## src/rtl/rptr_empty_fwft_if.sv

```systemverilog
// Read-side bundle of the async FIFO: synchronized write pointer in, read pointer,
// memory read port, first-word-fall-through output handshake and status flags.
interface rptr_empty_fwft_if #(
  parameter int ADDRSIZE = 4,
  parameter int DATASIZE = 8
);
  logic [ADDRSIZE:0]   rq2_wptr;
  logic [ADDRSIZE:0]   rptr;
  logic [ADDRSIZE-1:0] raddr;
  logic                ren;
  logic [DATASIZE-1:0] rmem_data;
  logic [DATASIZE-1:0] rdata;
  logic                rvalid;
  logic                rready;
  logic                rempty;
  logic                raempty;
  logic [ADDRSIZE:0]   rlevel;

  modport master (
    input  rq2_wptr, rmem_data, rready,
    output rptr, raddr, ren, rdata, rvalid, rempty, raempty, rlevel
  );

  modport slave (
    output rq2_wptr, rmem_data, rready,
    input  rptr, raddr, ren, rdata, rvalid, rempty, raempty, rlevel
  );
endinterface

```

## src/rtl/rptr_empty_fwft.sv

```systemverilog
// Async FIFO read-domain control: Gray read pointer, empty/almost-empty/level flags,
// and a 2-entry FWFT output buffer fed by a 1-cycle-latency memory read.
module rptr_empty_fwft #(
  parameter int ADDRSIZE     = 4,
  parameter int DATASIZE     = 8,
  parameter int AEMPTY_LEVEL = 2
) (
  input  logic              rclk,
  input  logic              rrst,
  rptr_empty_fwft_if.master rif
);
  localparam int PW = ADDRSIZE + 1;
  typedef logic [PW-1:0] ptr_t;

  ptr_t                rbin_q, rbin_d;
  ptr_t                rptr_q, rptr_d;
  ptr_t                rlevel_q, rlevel_d;
  ptr_t                wbin_s;
  ptr_t                rbnext;
  logic                rempty_q, rempty_d;
  logic                raempty_q, raempty_d;
  logic                inflight_q, inflight_d;
  logic [1:0]          held_q, held_d;
  logic [DATASIZE-1:0] head_q, head_d;
  logic [DATASIZE-1:0] tail_q, tail_d;
  logic                pop;
  logic                ren;
  logic [2:0]          occ_after;

  // Gray to binary: each binary bit is the XOR of all Gray bits at or above it.
  always_comb begin
    wbin_s = '0;
    for (int i = 0; i < PW; i++) begin
      wbin_s[i] = ^(rif.rq2_wptr >> i);
    end
  end

  always_comb begin
    pop       = (held_q != 2'd0) && rif.rready;
    // Entries occupied once this cycle's pop and returning read settle; a new read
    // is only issued if it will have a free slot when its data lands.
    occ_after = {1'b0, held_q} + {2'b00, inflight_q} - {2'b00, pop};
    ren       = ~rempty_q && (occ_after < 3'd2);

    rbnext    = rbin_q + {{ADDRSIZE{1'b0}}, ren};
    rbin_d    = rbnext;
    rptr_d    = (rbnext >> 1) ^ rbnext;
    rempty_d  = (rptr_d == rif.rq2_wptr);
    rlevel_d  = wbin_s - rbnext;
    raempty_d = (rlevel_d <= ptr_t'(AEMPTY_LEVEL));

    held_d     = occ_after[1:0];
    inflight_d = ren;

    head_d = head_q;
    tail_d = tail_q;
    if (pop) begin
      head_d = tail_q;
    end
    // A returning word lands in whichever slot is the tail after the pop.
    if (inflight_q) begin
      if ((held_q == 2'd0) || ((held_q == 2'd1) && pop)) begin
        head_d = rif.rmem_data;
      end else begin
        tail_d = rif.rmem_data;
      end
    end
  end

  always_ff @(posedge rclk) begin
    if (rrst) begin
      rbin_q     <= '0;
      rptr_q     <= '0;
      rempty_q   <= 1'b1;
      raempty_q  <= 1'b1;
      rlevel_q   <= '0;
      held_q     <= 2'd0;
      inflight_q <= 1'b0;
      head_q     <= '0;
      tail_q     <= '0;
    end else begin
      rbin_q     <= rbin_d;
      rptr_q     <= rptr_d;
      rempty_q   <= rempty_d;
      raempty_q  <= raempty_d;
      rlevel_q   <= rlevel_d;
      held_q     <= held_d;
      inflight_q <= inflight_d;
      head_q     <= head_d;
      tail_q     <= tail_d;
    end
  end

  assign rif.rptr    = rptr_q;
  assign rif.raddr   = rbin_q[ADDRSIZE-1:0];
  assign rif.ren     = ren;
  assign rif.rdata   = head_q;
  assign rif.rvalid  = (held_q != 2'd0);
  assign rif.rempty  = rempty_q;
  assign rif.raempty = raempty_q;
  assign rif.rlevel  = rlevel_q;
endmodule

```

## src/flat_wrapper.sv

```systemverilog
// flat-port wrapper written by rule: the top's interface ports become plain ports
module rptr_empty_fwft_flat 
#(
  parameter int ADDRSIZE     = 4,
  parameter int DATASIZE     = 8,
  parameter int AEMPTY_LEVEL = 2
)
  (rclk, rrst, rif_rq2_wptr, rif_rmem_data, rif_rready, rif_rptr, rif_raddr, rif_ren, rif_rdata, rif_rvalid, rif_rempty, rif_raempty, rif_rlevel);
  rptr_empty_fwft_if #(.ADDRSIZE(ADDRSIZE), .DATASIZE(DATASIZE)) rif_i ();
  input  logic rclk;
  input  logic rrst;
  input wire logic [$bits(rif_i.rq2_wptr)-1:0] rif_rq2_wptr;
  input wire logic [$bits(rif_i.rmem_data)-1:0] rif_rmem_data;
  input wire logic [$bits(rif_i.rready)-1:0] rif_rready;
  output wire logic [$bits(rif_i.rptr)-1:0] rif_rptr;
  output wire logic [$bits(rif_i.raddr)-1:0] rif_raddr;
  output wire logic [$bits(rif_i.ren)-1:0] rif_ren;
  output wire logic [$bits(rif_i.rdata)-1:0] rif_rdata;
  output wire logic [$bits(rif_i.rvalid)-1:0] rif_rvalid;
  output wire logic [$bits(rif_i.rempty)-1:0] rif_rempty;
  output wire logic [$bits(rif_i.raempty)-1:0] rif_raempty;
  output wire logic [$bits(rif_i.rlevel)-1:0] rif_rlevel;
  assign rif_i.rq2_wptr = rif_rq2_wptr;
  assign rif_i.rmem_data = rif_rmem_data;
  assign rif_i.rready = rif_rready;
  assign rif_rptr = rif_i.rptr;
  assign rif_raddr = rif_i.raddr;
  assign rif_ren = rif_i.ren;
  assign rif_rdata = rif_i.rdata;
  assign rif_rvalid = rif_i.rvalid;
  assign rif_rempty = rif_i.rempty;
  assign rif_raempty = rif_i.raempty;
  assign rif_rlevel = rif_i.rlevel;
  rptr_empty_fwft #(.ADDRSIZE(ADDRSIZE), .DATASIZE(DATASIZE), .AEMPTY_LEVEL(AEMPTY_LEVEL)) u_core (.rclk(rclk), .rrst(rrst), .rif(rif_i));
endmodule
```

## config.mk

```make
export PLATFORM = sky130hd
export DESIGN_NAME = rptr_empty_fwft_flat
export DESIGN_NICKNAME = d
export VERILOG_FILES = /design/src/rtl/rptr_empty_fwft_if.sv /design/src/rtl/rptr_empty_fwft.sv /design/src/flat_wrapper.sv
export SDC_FILE = /design/constraint.sdc
export NUM_CORES = 1
export LEC_CHECK = 0
export BUFFER_PORTS_ARGS = -buffer_cell sky130_fd_sc_hd__buf_4
export CORE_MARGIN = 2
export CORE_UTILIZATION = 47
export DETAILED_ROUTE_END_ITERATION = 10
export PLACE_DENSITY = 0.71
export SYNTH_ARGS = -nofsm -noshare
export SYNTH_HDL_FRONTEND = slang
export SYNTH_SLANG_ARGS = --single-unit
```

## constraint.sdc

```tcl
create_clock -name rclk -period 5.3 [get_ports rclk]
set_input_delay 0.53 -clock rclk [delete_from_list [all_inputs] [get_ports rclk]]
set_output_delay 0.53 -clock rclk [all_outputs]
set_load 0.02 [all_outputs]
```

==> results.txt, run 1 <==
outcome: finished, final reports clean
# IOs: 42
Worst Setup Start Kind: flop
Data arrival, critical path: 4.75 ns
Post-Synth Simple-Gate Area: 17.3%
Hold Slack: 0.440 ns
DR vias: 1376
Initial Utilization: 50.3%
die extent in y: 64.5 um
port bufs: 41
clock root buffer: clkbuf_4
clk_lat worst skew: 0.33 ns
First DRT Iteration DRCs: 106
Compound-Gate Fraction of Synth Area: 9.68%
number of iterations in the first detailed-routing pass: 4
clock tree sinks: 35
Fmax: 221 MHz
Critical path buffers and inverters: 1
MaxCap Viol Count: 0
critical path depth in cells: 16
YS warnings: 0
routed len/inst: 12.8 um
Remaining DRCs: 0
worst min path class: primary input to flop
LEAKAGE: 1.06 nW
Slew HR: 60.4%
fin crit period: 4.53 ns
Slew Limit Fails: 0
GR Util All Layers: 18.4%
Distinct cells, synth: 32
Reg-to-Reg End: u_core.rif.raempty$_SDFF_PP1_
share of cells above drive strength 1: 24.4%
Cell Rows: 21
vias in the first global route: 1328
worst vdd ir: 0.341 mV
Post-CTS Resized: 0
NetSw: 401 uW
r2r startpoint: u_core.held_q[1]$_SDFF_PP0_
Flop pwr share: 33.2%
CP endpoint: u_core.rif.raempty$_SDFF_PP1_
Final Cycle Share: 85.4%
Int Power: 670 uW
Mapped Area: 1720 um^2
postcts setup bufs: 0
R2R depth: 16
Synth area leader: dfxtp_1
final wirelength: 3410 um
CP max stage delay: 0.48 ns
Worst-Margin Slew: 0.589 ns
Final TNS setup: 0 ns
mux contribution to synthesized area: 11.6%
Cell Count Post-Placement: 259
final setup vio count: 0
initial antenna violation count: 0
total CTS buffers: 5
Hold-fix buffers, CTS: 0
Area contributors post-synth: dfxtp_1 (41%), mux2i_1 (12%), nor2_1 (7.2%)
Syn Inst Count: 180
Worst path top cell family by delay: simple AND/OR/NAND/NOR gates
multi-input logic area: 970 um^2
Core ar.: 3420 um^2
Synth Register Bits: 35
Die Area: 4160 um^2
clock skew: 0.00734 ns
non-filler instance count after layout: 267
deepest clock path buffer count: 2
nets@finish: 244
Post-DRT Antenna Nets: 0
RSZ-0062 raised after global routing: no
Die Span X: 64.5 um
Post-Syn Area per Cell: 9.55 um^2
DR vias/cell: 5.15
critical path class: flop to flop
switching share of power: 37.5%
global-route wire length before repair: 5930 um
fin util: 62.8%
Worst-path clk slew: 0.10 ns
GP Congestion: 0.747
Critical path origin: u_core.held_q[1]$_SDFF_PP0_
Power, Total: 1.07 mW
Slowest cell on crit path: or4_4
Pwr per Cell Area: 499 nW/um^2
GRT Residual Overflow: 0
Fill cells: 304
largest net degree at the start of global routing: 36
Net Count, Synth: 204
sequential fraction of the synthesis area: 40.8%
Adder-Cell Fraction of Synth Area: 6.26%
WP data required: 5.53 ns
Register Area: 701 um^2
xor/xnor cell area share of the yosys netlist: 11.5%
R2R Setup Slk: 0.77 ns
clock share of power: 18.4%
CP Capture Type: flop
endpoints failing hold: 0
combinational share of power: 48.3%
Most common cell on crit path: ha_1
top cell type's share of synthesized area: 40.8%
Layout area overhead: 24.7%
largest family of logic cells by synthesized area: simple AND/OR/NAND/NOR gates
# diodes: 0
H-tree Lvls: 2
crit path max fanout: 10
crit-path cells: or2_2 > nand2_1 > xnor2_1 > ha_1 > inv_1 > fa_1 > xor2_1 > nor3b_1 > ha_1 > nand3_1 > xor2_1 > ha_1 > nor3_1 > o21a_1 > or4_4 > a41o_1
CTS tree: built
hpwl dp: 2530 um
metal layers:
metal	up-vias	wire [um]	GRT usage [%]
met5	-	0	0
met4	0	42	6.91
met3	4	179	6.42
met2	35	1660	29.7
met1	645	1530	22.5
li1	692	-	-
cells in the final DEF (no fill, tap or decap), drive strengths merged, types with 2 or more instances in the layout:
cell / instances
xnor2: 6
a211oi: 9
nor3b: 2
xor3: 2
mux2i: 20
dfxtp: 35
xor2: 11
a21oi: 4
and2: 2
nand3: 2
nor3: 3
nor2b: 7
nand2: 4
nor2: 33
buf: 42
o21ai: 2
inv: 4
clkbuf: 6
ha: 7
or2: 2
nand2b: 5
per-stage QoR:
step | instance area (um^2) | worst slack [ns]
2_1_floorplan | 1720 | 0.451
3_3_place_gp | 2060 | 0.994
3_5_place_dp | 2060 | 0.830
4_1_cts | 2140 | 0.802
5_1_grt | 2140 | 0.526
6_report | 2140 | 0.773
worst register-to-register path, cell delays in order (launching register included):
cell,delay (ns)
dfxtp_1,0.37
or2_2,0.32
nand2_1,0.43
xnor2_1,0.19
ha_1,0.18
inv_1,0.05
fa_1,0.37
xor2_1,0.17
nor3b_1,0.35
ha_1,0.24
nand3_1,0.12
xor2_1,0.43
ha_1,0.29
nor3_1,0.07
o21a_1,0.12
or4_4,0.48
a41o_1,0.24
worst min path at each step:
stage                                              from                            end  slack, ns  depth (start not counted)
final                                  rif_rmem_data[0]  u_core.tail_q[0]$_SDFFE_PP0P_       0.44                          3
after floorplan           u_core.tail_q[0]$_SDFFE_PP0P_  u_core.tail_q[0]$_SDFFE_PP0P_       0.46                          2
after global placement    u_core.tail_q[1]$_SDFFE_PP0P_  u_core.tail_q[1]$_SDFFE_PP0P_       0.47                          2
after global routing                   rif_rmem_data[0]  u_core.tail_q[0]$_SDFFE_PP0P_       0.41                          3
after detailed placement  u_core.tail_q[1]$_SDFFE_PP0P_  u_core.tail_q[1]$_SDFFE_PP0P_       0.48                          2
after CTS                              rif_rmem_data[7]  u_core.tail_q[7]$_SDFFE_PP0P_       0.43                          3
state kept, by name, indices dropped and copies added, names as in the netlist:
signal,flops
u_core.rif.raempty,1
u_core.rif.rptr,5
u_core.inflight_q,1
u_core.rif.rdata,8
u_core.rif.rlevel,5
u_core.rif.rempty,1
u_core.held_q,2
u_core.rbin_q,4
u_core.tail_q,8
final cells by class:
type	instances	area share, %
Sequential cell	35	32.7
Multi-Input combinational cell	132	45.2
Clock inverter	2	1.63
Inverter	4	0.700
Tap cell	46	2.68
Clock buffer	6	2.39
Timing Repair Buffer	42	14.7
power groups by stage:
| stage | clock network [mW] | logic [mW] | registers, mW |
|---|---|---|---|
| after floorplan | 0 | 0.311 | 0.412 |
| after global placement | 0 | 0.506 | 0.359 |
| after detailed placement | 0 | 0.518 | 0.361 |
| after CTS | 0.203 | 0.521 | 0.357 |
| after global routing | 0.217 | 0.578 | 0.362 |
| final | 0.197 | 0.518 | 0.356 |
synth_stat cells:
| cell type | instances |
|---|---|
| xor3_2 | 1 |
| nor2b_1 | 7 |
| a211o_1 | 1 |
| nand2b_1 | 5 |
| o21ai_0 | 2 |
| o31a_1 | 1 |
| ha_1 | 7 |
| or2b_1 | 1 |
| nand3_1 | 2 |
| nor2_1 | 33 |
| dfxtp_1 | 35 |
| inv_1 | 4 |
| nor3b_1 | 2 |
| xnor2_1 | 6 |
| or2_2 | 2 |
| a211oi_1 | 9 |
| or4_4 | 1 |
| o21a_1 | 1 |
| clkbuf_1 | 9 |
| nor3_1 | 3 |
| o2bb2ai_1 | 1 |
| a21oi_1 | 4 |
| xor3_1 | 1 |
| xor2_1 | 11 |
| o31ai_1 | 1 |
| nand2_1 | 4 |
| o211a_1 | 1 |
| a21o_1 | 1 |
| fa_1 | 1 |
| a41o_1 | 1 |
| mux2i_1 | 20 |
| and2_1 | 2 |
cell families after synthesis:
kind of cell / Yosys count
flip-flops: 35
AND/OR/NAND/NOR: 62
multiplexers: 20
XOR/XNOR: 19
AO/OA/AOI/OAI: 23
buffers and inverters: 13
adder cells (fa/ha/maj): 8
No activity file was read; power rests on OpenSTA's default activity.
==> run 2: changes to the inputs <==
--- a/config.mk
+++ b/config.mk
@@ -6,10 +6,12 @@
 export NUM_CORES = 1
 export LEC_CHECK = 0
 export BUFFER_PORTS_ARGS = -buffer_cell sky130_fd_sc_hd__buf_4
+export CELL_PAD_IN_SITES_DETAIL_PLACEMENT = 0
+export CELL_PAD_IN_SITES_GLOBAL_PLACEMENT = 2
 export CORE_MARGIN = 2
-export CORE_UTILIZATION = 47
+export CORE_UTILIZATION = 32
 export DETAILED_ROUTE_END_ITERATION = 10
-export PLACE_DENSITY = 0.71
+export PLACE_DENSITY = 0.78
 export SYNTH_ARGS = -nofsm -noshare
 export SYNTH_HDL_FRONTEND = slang
 export SYNTH_SLANG_ARGS = --single-unit
==> run 2 against run 1 <==
Die area is 44% higher. Critical path depth unchanged. Worst setup slack better by 0.021 ns. Via count shrank 4.9%. Global-route usage shrank 4.9 points. Routed wire length increased by 9.4%. Utilization decreased by 20 points. Sequential share of layout area shrank 0.69 points. Sequential power about the same. Register-to-register slack better by 0.02 ns. Largest cell class unchanged.
==> results.txt, run 2 (synthesized netlist as in run 1, its figures left out) <==
LEAKAGE: 1.07 nW (+0.28%)
GR Util All Layers: 13.5% (-4.9 points)
share of cells above drive strength 1: 23.6% (-0.80 points)
Pwr per Cell Area: 505 nW/um^2 (+1.0%)
critical path class: flop to flop
CP max stage delay: 0.48 ns (about the same)
Layout area overhead: 27.4%
Die Span X: 77.3 um (+20%)
Reg-to-Reg End: u_core.rif.raempty$_SDFF_PP1_
CTS tree: built
number of iterations in the first detailed-routing pass: 4 (unchanged)
multi-input logic area: 970 um^2 (unchanged)
DR top layer: met4
deepest clock path buffer count: 2 (unchanged)
routed len/inst: 12.9 um (+0.73%)
Post-DRT Antenna Nets: 0 (unchanged)
Fill cells: 528 (+74%)
postcts setup bufs: 0 (unchanged)
switching share of power: 37.0% (-0.51 points)
met3 WL: 169 um (-5.6%)
MaxCap Viol Count: 0 (unchanged)
vias in the first global route: 1285 (-3.2%)
crit path max fanout: 10 (unchanged)
Register Area: 701 um^2 (unchanged)
Worst-Margin Slew: 0.639 ns (+0.0502 ns)
clock tree sinks: 35 (unchanged)
GP Congestion: 0.753 (+0.84%)
R2R depth: 16 (unchanged)
nets@finish: 244 (unchanged)
Place WS: 0.801 ns (-0.0291 ns)
port bufs: 41 (unchanged)
Fmax: 222 MHz (+0.48%)
RSZ-0062 raised after global routing: no
Int Power: 697 uW (+4.1%)
most common cell after layout, fill and taps aside: buf_4
metal1 wirelength: 1850 um (+21%)
H-tree Lvls: 2 (unchanged)
Power, Total: 1.11 mW (+3.2%)
Worst-path clk slew: 0.07 ns (-0.03 ns)
fin crit period: 4.51 ns (-0.0215 ns)
clock share of power: 20.8% (+2.4 points)
Hold Slack: 0.491 ns (+0.0502 ns)
Initial Utilization: 33.4% (-17 points)
# IOs: 42 (unchanged)
clock skew: 0.00680 ns (-0.000547 ns)
combinational share of power: 47.1% (-1.2 points)
setup ws final: 0.794 ns (+0.0215 ns)
CP Capture Type: flop
NetSw: 409 uW (+1.8%)
Final Cycle Share: 85.0% (-0.41 points)
GRT Residual Overflow: 0 (unchanged)
area post-placement: 2090 um^2 (+1.5%)
final setup vio count: 0 (unchanged)
Most common cell on crit path: ha_1
crit-path cells: or2_2 > nand2_1 > xnor2_1 > ha_1 > inv_1 > fa_1 > xor2_1 > nor3b_1 > ha_1 > nand3_1 > xor2_1 > ha_1 > nor3_1 > o21a_1 > or4_4 > a41o_1
CP endpoint: u_core.rif.raempty$_SDFF_PP1_
# diodes: 0 (unchanged)
Die Area: 5970 um^2 (+44%)
Cell Rows: 26 (+24%)
clk_lat worst skew: 0.28 ns (-0.05 ns)
WP data required: 5.48 ns (-0.05 ns)
First DRT Iteration DRCs: 74 (-30%)
endpoints failing hold: 0 (unchanged)
R2R Setup Slk: 0.79 ns (+0.02 ns)
final wirelength: 3730 um (+9.4%)
Hold-fix buffers, CTS: 0 (unchanged)
leading cell types in the layout, fill and taps excluded: buf_4 (42), dfxtp_1 (35), nor2_1 (33)
largest net degree at the start of global routing: 36 (unchanged)
DR vias: 1309 (-4.9%)
Post-CTS Resized: 0 (unchanged)
r2r startpoint: u_core.held_q[1]$_SDFF_PP0_
Core ar.: 5140 um^2 (+50%)
DR vias/cell: 4.51 (-12%)
total CTS buffers: 5 (unchanged)
Data arrival, critical path: 4.68 ns (-0.07 ns)
outcome: finished, final reports clean
Critical path origin: u_core.held_q[1]$_SDFF_PP0_
die extent in y: 77.3 um (+20%)
Remaining DRCs: 0 (unchanged)
design area: 2190 um^2 (+2.2%)
worst vdd ir: 0.276 mV (-19%)
global-route wire length before repair: 6330 um (+6.6%)
Slowest cell on crit path: or4_4
initial antenna violation count: 0 (unchanged)
Slew Limit Fails: 0 (unchanged)
clock root buffer: clkbuf_8
Final TNS setup: 0 ns (unchanged)
Slew HR: 57.1% (-3.4 points)
DR WL met2: 1670 um (+0.60%)
Worst Setup Start Kind: flop
hpwl dp: 2630 um (+4.2%)
worst min path class: primary input to flop
Flop pwr share: 32.1% (-1.1 points)
run 2: cell types whose count changed in the layout (fill, tap and decap cells not counted), sizes merged:
cell,delta
clkinv,-1
run 2: worst max-delay path, delay by kind of cell (launching register included):
| kind | cells | cell delay, ns |
|---|---|---|
| compound gates | 2 | 0.36 |
| flops | 1 | 0.35 |
| xor+xnor | 3 | 0.81 |
| buf+inv | 1 | 0.04 |
| simple gates | 6 | 1.75 |
| fa+ha+maj | 4 | 1.09 |
run 2: metal layers:
layer / global-route usage [%] / vias up
met3: 4.12 / 4
met1: 17.9 / 586
met2: 20.4 / 28
met5: 0 / -
met4: 5.36 / 0
li1: - / 691
run 2: stage by stage:
step                util (%)  std cells
floorplan                  -        180
global placement        40.6        283
detailed placement      40.6        283
CTS                     42.6        290
global route            42.6        290
finish                  42.6        290
run 2: layout make-up:
cell class	instances	share of cell area, %
multi-input combinational	132	44.3
sequential	35	32.0
timing repair buffer	42	14.4
tap	70	4.00
clock buffer	6	3.31
clock inverter	1	1.37
inverter	4	0.685
run 2: how the worst min path moves through the flow:
stage / from / endpoint / cells past startpoint
after floorplan: u_core.tail_q[0]$_SDFFE_PP0P_ / u_core.tail_q[0]$_SDFFE_PP0P_ / 2
after global placement: u_core.tail_q[2]$_SDFFE_PP0P_ / u_core.tail_q[2]$_SDFFE_PP0P_ / 2
after detailed placement: u_core.tail_q[3]$_SDFFE_PP0P_ / u_core.tail_q[3]$_SDFFE_PP0P_ / 2
after CTS: rif_rmem_data[3] / u_core.tail_q[3]$_SDFFE_PP0P_ / 3
after global routing: rif_rmem_data[3] / u_core.tail_q[3]$_SDFFE_PP0P_ / 3
final: rif_rmem_data[6] / u_core.tail_q[6]$_SDFFE_PP0P_ / 3
run 2: power by group through the flow:
stage | logic, mW | registers, mW | clock network (mW)
2_1_floorplan | 0.311 | 0.412 | 0
4_1_cts | 0.527 | 0.355 | 0.238
3_3_place_gp | 0.518 | 0.359 | 0
5_1_grt | 0.581 | 0.363 | 0.248
6_report | 0.521 | 0.355 | 0.230
3_5_place_dp | 0.521 | 0.360 | 0
==> run 3: changes to the inputs <==
--- a/config.mk
+++ b/config.mk
@@ -5,11 +5,12 @@
 export SDC_FILE = /design/constraint.sdc
 export NUM_CORES = 1
 export LEC_CHECK = 0
+export ABC_AREA = 1
 export BUFFER_PORTS_ARGS = -buffer_cell sky130_fd_sc_hd__buf_4
 export CELL_PAD_IN_SITES_DETAIL_PLACEMENT = 0
 export CELL_PAD_IN_SITES_GLOBAL_PLACEMENT = 2
 export CORE_MARGIN = 2
-export CORE_UTILIZATION = 32
+export CORE_UTILIZATION = 30
 export DETAILED_ROUTE_END_ITERATION = 10
 export PLACE_DENSITY = 0.78
 export SYNTH_ARGS = -nofsm -noshare
==> run 3 against run 2 <==
Worst setup slack better by 0.67 ns. Sequential cell count unchanged. Area after synthesis rose by 2.1%. Global-route usage down 1.1 points.
==> results.txt, run 3 <==
outcome: finished, final reports clean
R2R Setup Slk: 1.46 ns (+0.67 ns)
CP Capture Type: flop
Compound-Gate Fraction of Synth Area: 10.8% (+1.1 points)
initial antenna violation count: 0 (unchanged)
final setup vio count: 0 (unchanged)
Synth Register Bits: 35 (unchanged)
Critical path buffers and inverters: 6 (+5)
Slowest cell on crit path: fa_1
DR vias: 1477 (+13%)
GRT Residual Overflow: 0 (unchanged)
First DRT Iteration DRCs: 61 (-18%)
CTS tree: built
number of synthesized flops with an enable pin: 0 (unchanged)
Die Area: 6480 um^2 (+8.5%)
postcts setup bufs: 0 (unchanged)
final wirelength: 3780 um (+1.1%)
GP Congestion: 0.741 (-1.6%)
R2R depth: 25 (+9)
# IOs: 42 (unchanged)
deepest clock path buffer count: 2 (unchanged)
fin crit period: 3.84 ns (-0.667 ns)
Reg-to-Reg End: u_core.rif.raempty$_SDFF_PP1_
crit path max fanout: 15 (+5)
Area contributors post-synth: dfxtp_1 (40%), nand2_1 (7.3%), a21oi_1 (6.3%)
Cell Count Post-Placement: 332 (+17%)
hold wc startpoint: u_core.tail_q[2]$_SDFFE_PP0P_
largest family of logic cells by synthesized area: simple AND/OR/NAND/NOR gates
leading cell types in the layout, fill and taps excluded: buf_4 (41), dfxtp_1 (35), nand2_1 (34)
largest net degree at the start of global routing: 19 (-47%)
clock tree sinks: 35 (unchanged)
Post-synth top flop: dfxtp_1
critical path depth in cells: 25 (+9)
Data arrival, critical path: 4.02 ns (-0.66 ns)
area post-placement: 2120 um^2 (+1.5%)
Worst-path clk slew: 0.07 ns (about the same)
# diodes: 0 (unchanged)
RSZ-0062 raised after global routing: no
MaxCap Viol Count: 0 (unchanged)
Remaining DRCs: 0 (unchanged)
GR Layer Usage met2: 21.7% (+1.2 points)
Fill cells: 596 (+13%)
grt met1 use: 14.0% (-3.8 points)
worst min path class: flop to flop
global-route wire length before repair: 6170 um (-2.5%)
die extent in y: 80.5 um (+4.1%)
Synth area leader: dfxtp_1
asr flop ratio synth: 0% (unchanged)
Hold Path Stages: 2 (-1)
total CTS buffers: 5 (unchanged)
Post-Synth Simple-Gate Area: 24.2% (+6.9 points)
Syn Inst Count: 226 (+26%)
Worst Setup Start Kind: flop
vias in the first global route: 1320 (+2.7%)
Slew Limit Fails: 0 (unchanged)
number of iterations in the first detailed-routing pass: 4 (unchanged)
top cell type's share of synthesized area: 39.9% (-0.84 points)
clock skew: 0.0101 ns (+0.00332 ns)
Post-CTS Resized: 0 (unchanged)
H-tree Lvls: 2 (unchanged)
Post-DRT Antenna Nets: 0 (unchanged)
port bufs: 41 (unchanged)
LEAKAGE: 1.07 nW (about the same)
gr busiest metal: met2
Cell Rows: 27 (+3.8%)
non-filler instance count after layout: 340 (+17%)
Worst path top cell family by delay: simple AND/OR/NAND/NOR gates
endpoints failing hold: 0 (unchanged)
routed len/inst: 11.1 um (-14%)
CP max stage delay: 0.39 ns (-0.09 ns)
Slew HR: 62.7% (+5.6 points)
Final TNS setup: 0 ns (unchanged)
Die Span X: 80.5 um (+4.1%)
Mapped Area: 1760 um^2 (+2.1%)
clk_lat worst skew: 0.29 ns (about the same)
dominant cell by count in the synthesized netlist: dfxtp_1
Worst-Margin Slew: 0.559 ns (-0.0806 ns)
most common cell after layout, fill and taps aside: buf_4
design area: 2240 um^2 (+2.3%)
clock root buffer: clkbuf_8
Pwr per Cell Area: 495 nW/um^2 (-2.0%)
Adder-Cell Fraction of Synth Area: 6.13% (-0.13 points)
nets@finish: 291 (+19%)
Distinct cells, synth: 28 (-13%)
GR Util All Layers: 12.4% (-1.1 points)
met3 Track Usage GR: 3.82% (-0.30 points)
WP data required: 5.48 ns (about the same)
worst vdd ir: 0.161 mV (-42%)
Net Count, Synth: 250 (+23%)
hpwl dp: 3010 um (+14%)
DR vias/cell: 4.34 (-3.8%)
xor/xnor cell area share of the yosys netlist: 8.27% (-3.2 points)
Layout area overhead: 27.7%
r2r startpoint: u_core.held_q[1]$_SDFF_PP0_
Initial Utilization: 31.5% (-2.0 points)
Hold-fix buffers, CTS: 0 (unchanged)
YS warnings: 0 (unchanged)
hold-critical path endpoint: u_core.tail_q[2]$_SDFFE_PP0P_
mux contribution to synthesized area: 1.71% (-9.9 points)
sequential fraction of the synthesis area: 39.9% (-0.84 points)
Fmax: 260 MHz (+17%)
Post-Syn Area per Cell: 7.77 um^2 (-19%)
critical path class: flop to flop
Core ar.: 5570 um^2 (+8.4%)
most common library cells after synthesis: dfxtp_1 (35), nand2_1 (34), inv_1 (29)
Final Cycle Share: 72.4% (-13 points)
share of cells above drive strength 1: 27.2% (+3.6 points)
run 3: cell count changes in the layout (fill, tap and decap cells not counted), sizes merged, moves of 8 or more:
cell	delta
nand2	+41
inv	+30
a21oi	+19
mux2i	-17
nand3	+13
o21ai	+12
a211oi	-9
nor2	-8
run 3: stage by stage:
| stage | setup WS (ns) | power (mW) | util (%) | hold WS (ns) |
|---|---|---|---|---|
| 2_1_floorplan | 1.60 | 0.706 | - | 0.430 |
| 3_3_place_gp | 1.43 | 0.868 | 38.0 | 0.446 |
| 3_5_place_dp | 1.33 | 0.872 | 38.0 | 0.456 |
| 4_1_cts | 1.41 | 1.13 | 40.2 | 0.468 |
| 5_1_grt | 1.04 | 1.20 | 40.2 | 0.482 |
| 6_report | 1.46 | 1.11 | 40.2 | 0.461 |
run 3: power breakdown:
part	internal (mW)	switching, mW
Sequential	0.326	0.0314
Combinational	0.202	0.294
Clock	0.155	0.0999
run 3: final cells by class:
| class | count | area, um^2 | area share [%] |
|---|---|---|---|
| Multi-Input combinational cell | 151 | 897 | 40.0 |
| Sequential cell | 35 | 701 | 31.3 |
| Timing Repair Buffer | 41 | 308 | 13.7 |
| Inverter | 33 | 124 | 5.53 |
| Tap cell | 72 | 90.1 | 4.02 |
| Clock buffer | 6 | 82.6 | 3.69 |
| Clock inverter | 2 | 38.8 | 1.73 |
run 3: worst register-to-register path, cell delays in order, from the launching register on:
cell and delay [ns]:
dfxtp_1 0.37, inv_1 0.10, nand2_1 0.08, nand2_1 0.33
xnor2_1 0.28, ha_1 0.17, inv_1 0.05, fa_1 0.39
nor2_1 0.12, nor2_1 0.04, and3_1 0.17, ha_1 0.23
ha_1 0.35, inv_1 0.12, nand3_2 0.12, nand2_1 0.09
inv_1 0.04, ha_1 0.18, inv_1 0.08, nand2_2 0.07
nand2_1 0.06, nand3_1 0.09, nand2_1 0.09, inv_1 0.04
nand2_1 0.07, nor2_2 0.03
run 3: layer usage:
layer | vias up | wire [um]
li1 | 788 | -
met1 | 647 | 1620
met2 | 37 | 1830
met3 | 5 | 261
met4 | 0 | 57
met5 | - | 0
run 3: worst max path at each step:
stage / start / end / slack (ns)
6_report: u_core.held_q[1]$_SDFF_PP0_ / u_core.rif.raempty$_SDFF_PP1_ / 1.46
5_1_grt: u_core.held_q[1]$_SDFF_PP0_ / u_core.rif.raempty$_SDFF_PP1_ / 1.04
4_1_cts: u_core.held_q[1]$_SDFF_PP0_ / u_core.rif.raempty$_SDFF_PP1_ / 1.41
3_5_place_dp: rif_rready / u_core.rif.raempty$_SDFF_PP1_ / 1.33
3_3_place_gp: rif_rready / u_core.rif.raempty$_SDFF_PP1_ / 1.43
2_1_floorplan: u_core.held_q[1]$_SDFF_PP0_ / u_core.rif.raempty$_SDFF_PP1_ / 1.60
run 3: cells by family after synthesis:
family / Yosys count
fa+ha+maj: 8
simple gates: 89
buf+inv: 40
xor+xnor: 14
flops: 35
compound gates: 37
mux: 3
